[config.mk]
export PLATFORM = sky130hd
export DESIGN_NAME = spare_tie_monitor
export DESIGN_NICKNAME = d
export VERILOG_FILES = /design/src/rtl/spare_mon_pkg.sv /design/src/rtl/spare_mon_sync2.sv /design/src/rtl/spare_tie_monitor.sv
export SDC_FILE = /design/constraint.sdc
export NUM_CORES = 1
export LEC_CHECK = 0
export ABC_AREA = 1
export CORE_UTILIZATION = 50
export DETAILED_ROUTE_END_ITERATION = 8
export PLACE_DENSITY = 0.75
export SETUP_SLACK_MARGIN = 0.2
export SYNTH_ARGS = -nofsm -noshare
export SYNTH_HDL_FRONTEND = slang
export SYNTH_SLANG_ARGS = --single-unit
[constraint.sdc]
create_clock -name wb_clk_i -period 2.01 [get_ports wb_clk_i]
set_clock_uncertainty 0.2 [all_clocks]
set_input_delay 0.402 -clock wb_clk_i [delete_from_list [all_inputs] [get_ports wb_clk_i]]
set_output_delay 0.402 -clock wb_clk_i [all_outputs]
set_load 0.02 [all_outputs]
[src/rtl/spare_mon_pkg.sv]
`default_nettype none
// ============================================================================
// Module   : spare_mon_pkg
// Purpose  : Shared types and parameter limits for the spare-cell tie-low
//            monitor: scan FSM state type, legal parameter ranges and a
//            helper that sizes the scan index.
// Revision : 1.0 - initial release
// ============================================================================
package spare_mon_pkg;

    // Scan controller states
    typedef enum logic [0:0] {
        IDLE = 1'b0,
        SCAN = 1'b1
    } state_t;

    // Legal parameter ranges
    localparam int unsigned C_NUM_CELLS_MIN = 1;
    localparam int unsigned C_NUM_CELLS_MAX = 32;
    localparam int unsigned C_DEBOUNCE_MIN  = 1;
    localparam int unsigned C_DEBOUNCE_MAX  = 15;
    localparam int unsigned C_SCAN_DIV_MIN  = 2;
    localparam int unsigned C_SCAN_DIV_MAX  = 256;

    // Index width for a given line count; a single line still gets one bit
    function automatic int unsigned idx_width(input int unsigned n);
        return (n > 1) ? $clog2(n) : 1;
    endfunction

endpackage : spare_mon_pkg
`default_nettype wire

[src/rtl/spare_mon_sync2.sv]
`default_nettype none
// ============================================================================
// Module   : spare_mon_sync2
// Purpose  : Two-flop synchronizer bringing asynchronous tie-low lines into
//            the monitor clock domain. Both stages clear on reset.
// Revision : 1.0 - initial release
// ============================================================================
module spare_mon_sync2 #(
    parameter int WIDTH = 1
) (
    input  logic             clk,
    input  logic             rst,
    input  logic [WIDTH-1:0] i_d,
    output logic [WIDTH-1:0] o_q
);

    logic [WIDTH-1:0] r_meta;
    logic [WIDTH-1:0] r_sync;

    // Metastability stage followed by the stable output stage
    always_ff @(posedge clk) begin
        if (rst) begin
            r_meta <= '0;
            r_sync <= '0;
        end else begin
            r_meta <= i_d;
            r_sync <= r_meta;
        end
    end

    assign o_q = r_sync;

endmodule : spare_mon_sync2
`default_nettype wire

[src/rtl/spare_tie_monitor.sv]
`default_nettype none
// ============================================================================
// Module   : spare_tie_monitor
// Purpose  : Round-robin monitor for spare-cell tie-low outputs. Each line is
//            sampled once per scan step; a line seen high DEBOUNCE times in a
//            row latches a sticky fault bit.
// Options  : SPARE_MON_IRQ_EN - when defined, builds a one-cycle new-fault
//            interrupt on irq_o; otherwise irq_o is tied low.
// Revision : 1.0 - initial release
// ============================================================================
module spare_tie_monitor
    import spare_mon_pkg::*;
#(
    parameter  int NUM_CELLS = 4,
    parameter  int DEBOUNCE  = 3,
    parameter  int SCAN_DIV  = 16,
    localparam int IDX_W     = idx_width(NUM_CELLS)
) (
    input  logic                 wb_clk_i,
    input  logic                 wb_rst_i,
    input  logic                 en_i,
    input  logic [NUM_CELLS-1:0] lo_i,
    input  logic                 clr_i,
    output logic [NUM_CELLS-1:0] fault_o,
    output logic                 fault_any_o,
    output logic [IDX_W-1:0]     scan_idx_o,
    output logic                 sweep_done_o,
    output logic                 irq_o
);

    localparam int PRE_W = $clog2(SCAN_DIV);
    localparam int CNT_W = $clog2(DEBOUNCE + 1);

    localparam logic [PRE_W-1:0] C_PRE_LAST = PRE_W'(SCAN_DIV - 1);
    localparam logic [IDX_W-1:0] C_IDX_LAST = IDX_W'(NUM_CELLS - 1);
    localparam logic [CNT_W-1:0] C_CNT_MAX  = CNT_W'(DEBOUNCE);

    // Reject out-of-range configurations at elaboration
    if (NUM_CELLS < C_NUM_CELLS_MIN || NUM_CELLS > C_NUM_CELLS_MAX) begin : g_bad_num_cells
        $error("spare_tie_monitor: NUM_CELLS out of range");
    end
    if (DEBOUNCE < C_DEBOUNCE_MIN || DEBOUNCE > C_DEBOUNCE_MAX) begin : g_bad_debounce
        $error("spare_tie_monitor: DEBOUNCE out of range");
    end
    if (SCAN_DIV < C_SCAN_DIV_MIN || SCAN_DIV > C_SCAN_DIV_MAX) begin : g_bad_scan_div
        $error("spare_tie_monitor: SCAN_DIV out of range");
    end

    state_t               r_state;
    state_t               w_state_next;
    logic [PRE_W-1:0]     r_presc;
    logic [IDX_W-1:0]     r_idx;
    logic [NUM_CELLS-1:0] r_fault;
    logic [NUM_CELLS-1:0] w_lo_sync;
    logic [NUM_CELLS-1:0] w_set;
    logic                 w_strobe;

    spare_mon_sync2 #(
        .WIDTH (NUM_CELLS)
    ) u_sync (
        .clk (wb_clk_i),
        .rst (wb_rst_i),
        .i_d (lo_i),
        .o_q (w_lo_sync)
    );

    // Scan controller state register
    always_ff @(posedge wb_clk_i) begin
        if (wb_rst_i) begin
            r_state <= IDLE;
        end else begin
            r_state <= w_state_next;
        end
    end

    // Next-state and strobe decode; strobes only while scanning and enabled
    always_comb begin
        w_state_next = r_state;
        w_strobe     = 1'b0;
        case (r_state)
            IDLE: begin
                if (en_i) begin
                    w_state_next = SCAN;
                end
            end
            SCAN: begin
                if (!en_i) begin
                    w_state_next = IDLE;
                end else begin
                    w_strobe = (r_presc == C_PRE_LAST);
                end
            end
            default: w_state_next = IDLE;
        endcase
    end

    // Prescaler: starts counting in the cycle en_i rises so the first strobe
    // lands SCAN_DIV-1 cycles after enable; held at 0 whenever disabled
    always_ff @(posedge wb_clk_i) begin
        if (wb_rst_i || !en_i) begin
            r_presc <= '0;
        end else if (r_presc == C_PRE_LAST) begin
            r_presc <= '0;
        end else begin
            r_presc <= r_presc + PRE_W'(1);
        end
    end

    // Scan index advances on each strobe and wraps after the last line
    always_ff @(posedge wb_clk_i) begin
        if (wb_rst_i || !en_i) begin
            r_idx <= '0;
        end else if (w_strobe) begin
            if (r_idx == C_IDX_LAST) begin
                r_idx <= '0;
            end else begin
                r_idx <= r_idx + IDX_W'(1);
            end
        end
    end

    // One saturating debounce counter per line
    for (genvar i = 0; i < NUM_CELLS; i++) begin : g_line
        logic [CNT_W-1:0] r_cnt;
        logic [CNT_W-1:0] w_cnt_inc;
        logic             w_sel;

        assign w_sel     = w_strobe && (r_idx == IDX_W'(i));
        assign w_cnt_inc = (r_cnt == C_CNT_MAX) ? C_CNT_MAX : (r_cnt + CNT_W'(1));
        assign w_set[i]  = w_sel && w_lo_sync[i] && (w_cnt_inc == C_CNT_MAX);

        // Count consecutive high samples; a low sample restarts the run
        always_ff @(posedge wb_clk_i) begin
            if (wb_rst_i || !en_i || clr_i) begin
                r_cnt <= '0;
            end else if (w_sel) begin
                r_cnt <= w_lo_sync[i] ? w_cnt_inc : '0;
            end
        end
    end

    // Sticky fault bits; a same-cycle set overrides a clear request
    always_ff @(posedge wb_clk_i) begin
        if (wb_rst_i) begin
            r_fault <= '0;
        end else begin
            r_fault <= (clr_i ? '0 : r_fault) | w_set;
        end
    end

`ifdef SPARE_MON_IRQ_EN
    logic [NUM_CELLS-1:0] r_fault_d;
    logic                 r_irq;

    // Edge-detect any newly set fault bit into a single-cycle pulse
    always_ff @(posedge wb_clk_i) begin
        if (wb_rst_i) begin
            r_fault_d <= '0;
            r_irq     <= 1'b0;
        end else begin
            r_fault_d <= r_fault;
            r_irq     <= |(r_fault & ~r_fault_d);
        end
    end

    assign irq_o = r_irq;
`else
    assign irq_o = 1'b0;
`endif

    assign fault_o      = r_fault;
    assign fault_any_o  = |r_fault;
    assign scan_idx_o   = r_idx;
    assign sweep_done_o = w_strobe && (r_idx == C_IDX_LAST);

endmodule : spare_tie_monitor
`default_nettype wire

Word-level counts from Yosys, hierarchy flattened:

Cells that the tools add are included.

* flip-flop bits (word level): 27
* input bits: 8

* $add $sub $neg: 6
* eq/ne operators: 12
* mux-type cells: 13
* bitwise logic cells: 1
* reduce and logical (&&, ||, !) cells: 18

Operators with widths (count)
* $eq 2x2->1 const B: 10
* $mux 2: 9
* $logic_and 1x1->1: 12
* $add 2x1->2 const B: 5
* $add 4x1->4 const B: 1
* $eq 4x4->1 const B: 1
* $mux 4: 1
* $or 4x4->4: 1
* $reduce_or 4->1: 1
* $mux 1: 3
* $eq 2x1->1 const B: 1
* $logic_not 2->1: 1
* $logic_or 1x1->1: 2
* $reduce_or 2->1: 1
* $logic_not 1->1: 1

Longest topological paths before layout:

* word-level depth: 7
* mapped depth: 7
* gate-level depth less buffers: 6

By module:

Synthesis repeated with hierarchy kept, for this count alone.

* cell total of the unflattened synthesis: 141
* area, all modules: 1117.3 um^2

By module, submodules not included
* spare_tie_monitor: times used 1, cells an instance 116, area an instance 885.8 um^2, sequential area each 380.4 um^2
* spare_mon_sync2: times used 1, cells an instance 25, area an instance 231.5 um^2, sequential area each 160.2 um^2

Worst setup path before layout:

OpenSTA, ideal clock, no wires.

* kind: flip-flop to output port
* start point: reg r_presc[0]
* end point: out sweep_done_o
* arrival time: 1.081 ns
* required time: 1.408 ns
* path slack: 0.327 ns
* stages on the path, launching flop included: 7
* buffers on the path: 1
* cell sequence: dfxtp_1 > ha_1 > nand3_2 > nor2_4 > buf_6 > nand2_1 > inv_1

* cells in the longest elaborated chain, start to end: 4

Ends and longest elaborated chain
* start: declaration: line spare_tie_monitor.sv:51 `logic [PRE_W-1:0] r_presc;`
* start signal: assignment: line spare_tie_monitor.sv:105 `r_presc <= r_presc + PRE_W'(1);`
* $eq 4x4->1: line spare_tie_monitor.sv:90 `w_strobe = (r_presc == C_PRE_LAST);`
* $mux 1: line spare_tie_monitor.sv:87 `if (!en_i) begin`
* $mux 1: line spare_tie_monitor.sv:80 `case (r_state)`
* $logic_and 1x1->1: line spare_tie_monitor.sv:174 `assign sweep_done_o = w_strobe && (r_idx == C_IDX_LAST);`
* end: declaration: line spare_tie_monitor.sv:27 `output logic sweep_done_o,`

Every way passes these cells.

Worst setup path in the final report:

* start point: reg r_presc[1]
* end point: out sweep_done_o

The elaborated chain is that of the path after synthesis.

==> reports/metrics.yaml <==
setup_tns_ns: 0
synthesis.area_sq_um: 1120
grt_pass1_wl_um: 3710
dp.cells: 185
rr_worst_depth: 6
drt-initial-drc-count: 23
arrival_ns: 1.30
die_y_um: 49.3
htreeDepth: 1
clk_latency_ns: 0.32
io_buffer_count: 15
p_seq_frac: 0.657
whs_ns: 0.213
r2r_end: "fault_o[0]"
viasPerCell: 4.96
synth_cells: 140
critical_path_class: "flip-flop to output pin"
postCtsHoldBufs: 0
place.gp.congestion: 0.752
place_ws_ns: -0.404
stdcell_count: 192
drc_errors: 0
critPathMaxFanout: 2
fillers: 179
r2r_start: "r_presc[1]"
antenna_left: 0
grt.total_usage: 0.195
hold_end: "u_sync.o_q[3]"
power.net_switching_mw: 0.193
placementRows: 16
min_from: "u_sync.r_meta[3]"
period_share: 0.945
fin_util: 0.681
critPathLaunchType: "flip-flop"
holdPathStages: 2
globalRoute.totalOverflow: 0
multi_input_area_sq_um: 485
cts_tree: "yes"
syn_to_final_growth_pct: 24.1
cts_root_buf: "clkbuf_4"
clkSinkCount: 27
dieArea_sq_um: 2430
cp-end-kind: "output pin"
core_area_sq_um: 2040
routedWlPerCell_um: 11.8
vias: 953
hold_viol_final: 0
seq_area_frac_synth: 0.483
cts_buffer_depth: 2
syn_avg_cell_area_sq_um: 8.00
final_common_cell: "dfxtp_1"
synth-seq-cells: 27
ir_drop_mv: 0.655
grt_max_degree: 20
p_leak_nw: 0.554
slew_viol_final: 0
outcome: "finished, final reports clean"
fmax_ghz: 0.526
hpwl_um: 1650
die_w_um: 49.3
swShare: 0.230
internal_power_mw: 0.647
hp-class: "flip-flop to flip-flop"
finalSetupViolations: 0
antenna_found_initial: 0
crit_chain: "ha_4, nand3_4, nor2_4, nand2_2, inv_2, buf_6"
register_area_sq_um: 543
firstDrtPassIters: 4
drive_above_1_share: 0.170
cap_viol_max_count: 0
cpPeakStageDelay_ns: 0.38
critPathRequiredTime_ns: 1.41
rsz0062_at_grt: "true"
power_frac_comb: 0.058
slowest_stage: "dfxtp_2"
num_io_pins: 17
fin_crit_ns: 1.90
start_util: 0.548
worst_slack_ns: 0.111
diodes: 0
routed_wl_um: 2260
r2r_setup_slack_ns: 0.44
grt_pass1_vias: 912
p_per_area_nw_per_um2: 604
yosys_warnings: 0
path_clk_slew_ns: 0.15
mostFrequentLayoutCells: "dfxtp_1, nor2_1, inv_1, nand2_1, a21oi_1"
ys_types: 21
final_nets: 179
p_clk_frac: 0.285
cts_buffers: 3
syn-num-nets: 153
==> registers in the layout (all words and copies together), names as in the netlist <==
register,flops
g_line.r_cnt,8
scan_idx_o,2
r_state,1
r_presc,4
u_sync.r_meta,4
u_sync.o_q,4
fault_o,4
==> cell usage after synthesis (all sizes together) <==
cell,instances,area (sq um)
xnor2,1,8.76
nand4,4,25.0
nor2,23,101
conb,1,3.75
o21ai,3,15.0
buf,3,30.0
ha,5,62.6
inv,22,82.6
nand2,20,75.1
a21oi,16,87.6
nand3,10,55.1
or2,1,6.26
a21boi,2,15.0
o21a,1,7.51
dfxtp,27,541
clkbuf,1,3.75
==> critical path: cells and delay by family (launching register included) <==
family	cells	cell delay (ns)
simple gates	3	0.28
fa+ha+maj	1	0.16
flops	1	0.38
buf+inv	2	0.15
==> layout make-up <==
type,instances,share of cell area
Clock buffer,3,0.0162
Clock inverter,1,0.00540
Inverter,22,0.0594
Multi-Input combinational cell,87,0.349
Sequential cell,27,0.391
Tap cell,27,0.0243
Timing Repair Buffer,25,0.155
==> power groups by stage <==
stage | Combinational (mW) | Sequential (mW) | Clock, mW
CTS | 0.0463 | 0.551 | 0.242
global placement | 0.0440 | 0.561 | 0
global route | 0.0550 | 0.552 | 0.263
floorplan | 0.0235 | 0.561 | 0
finish | 0.0488 | 0.551 | 0.240
detailed placement | 0.0460 | 0.562 | 0
==> how the worst max path moves through the flow <==
| stage | depth (start not counted) | slack, ns | startpoint | endpoint |
|---|---|---|---|---|
| final | 6 | 0.11 | r_presc[1] | sweep_done_o |
| after global routing | 6 | 0.04 | r_presc[1] | sweep_done_o |
| after CTS | 6 | 0.02 | r_presc[0] | sweep_done_o |
| after detailed placement | 6 | -0.40 | en_i | sweep_done_o |
| after global placement | 6 | -0.39 | en_i | sweep_done_o |
| after floorplan | 6 | 0.33 | r_presc[0] | sweep_done_o |
==> layer usage <==
layer | up-vias | routed length [um] | global-route usage | part of all wire
met2 | 24 | 1230 | 0.381 | 0.54
met4 | 0 | 4 | 0.0441 | 0.0018
met1 | 440 | 951 | 0.217 | 0.42
li1 | 487 | - | - | -
met5 | - | 0 | 0 | 0
met3 | 2 | 78 | 0.0280 | 0.034
==> through the flow <==
step / total power, mW / area (sq um)
2_1_floorplan: 0.584 / 1120
3_3_place_gp: 0.605 / 1320
3_5_place_dp: 0.608 / 1320
4_1_cts: 0.839 / 1340
5_1_grt: 0.870 / 1390
6_report: 0.840 / 1390
==> logic make-up after synthesis <==
group | after synthesis | synth area share
AO/OA/AOI/OAI | 22 | 0.112
XOR/XNOR | 1 | 0.00782
adder cells (fa/ha/maj) | 5 | 0.0559
buffers and inverters | 26 | 0.104
flip-flops | 27 | 0.483
other | 1 | 0.00335
AND/OR/NAND/NOR | 58 | 0.235
==> repair_timing <==
| item | in CTS | in global routing |
|---|---|---|
| pin swaps | 0 | 2 |
| buffers inserted | 0 | 3 |
| gates resized for setup | 13 | 10 |
| endpoints found under the setup margin | 8 | 3 |
Power figures use the tool's default switching activity.
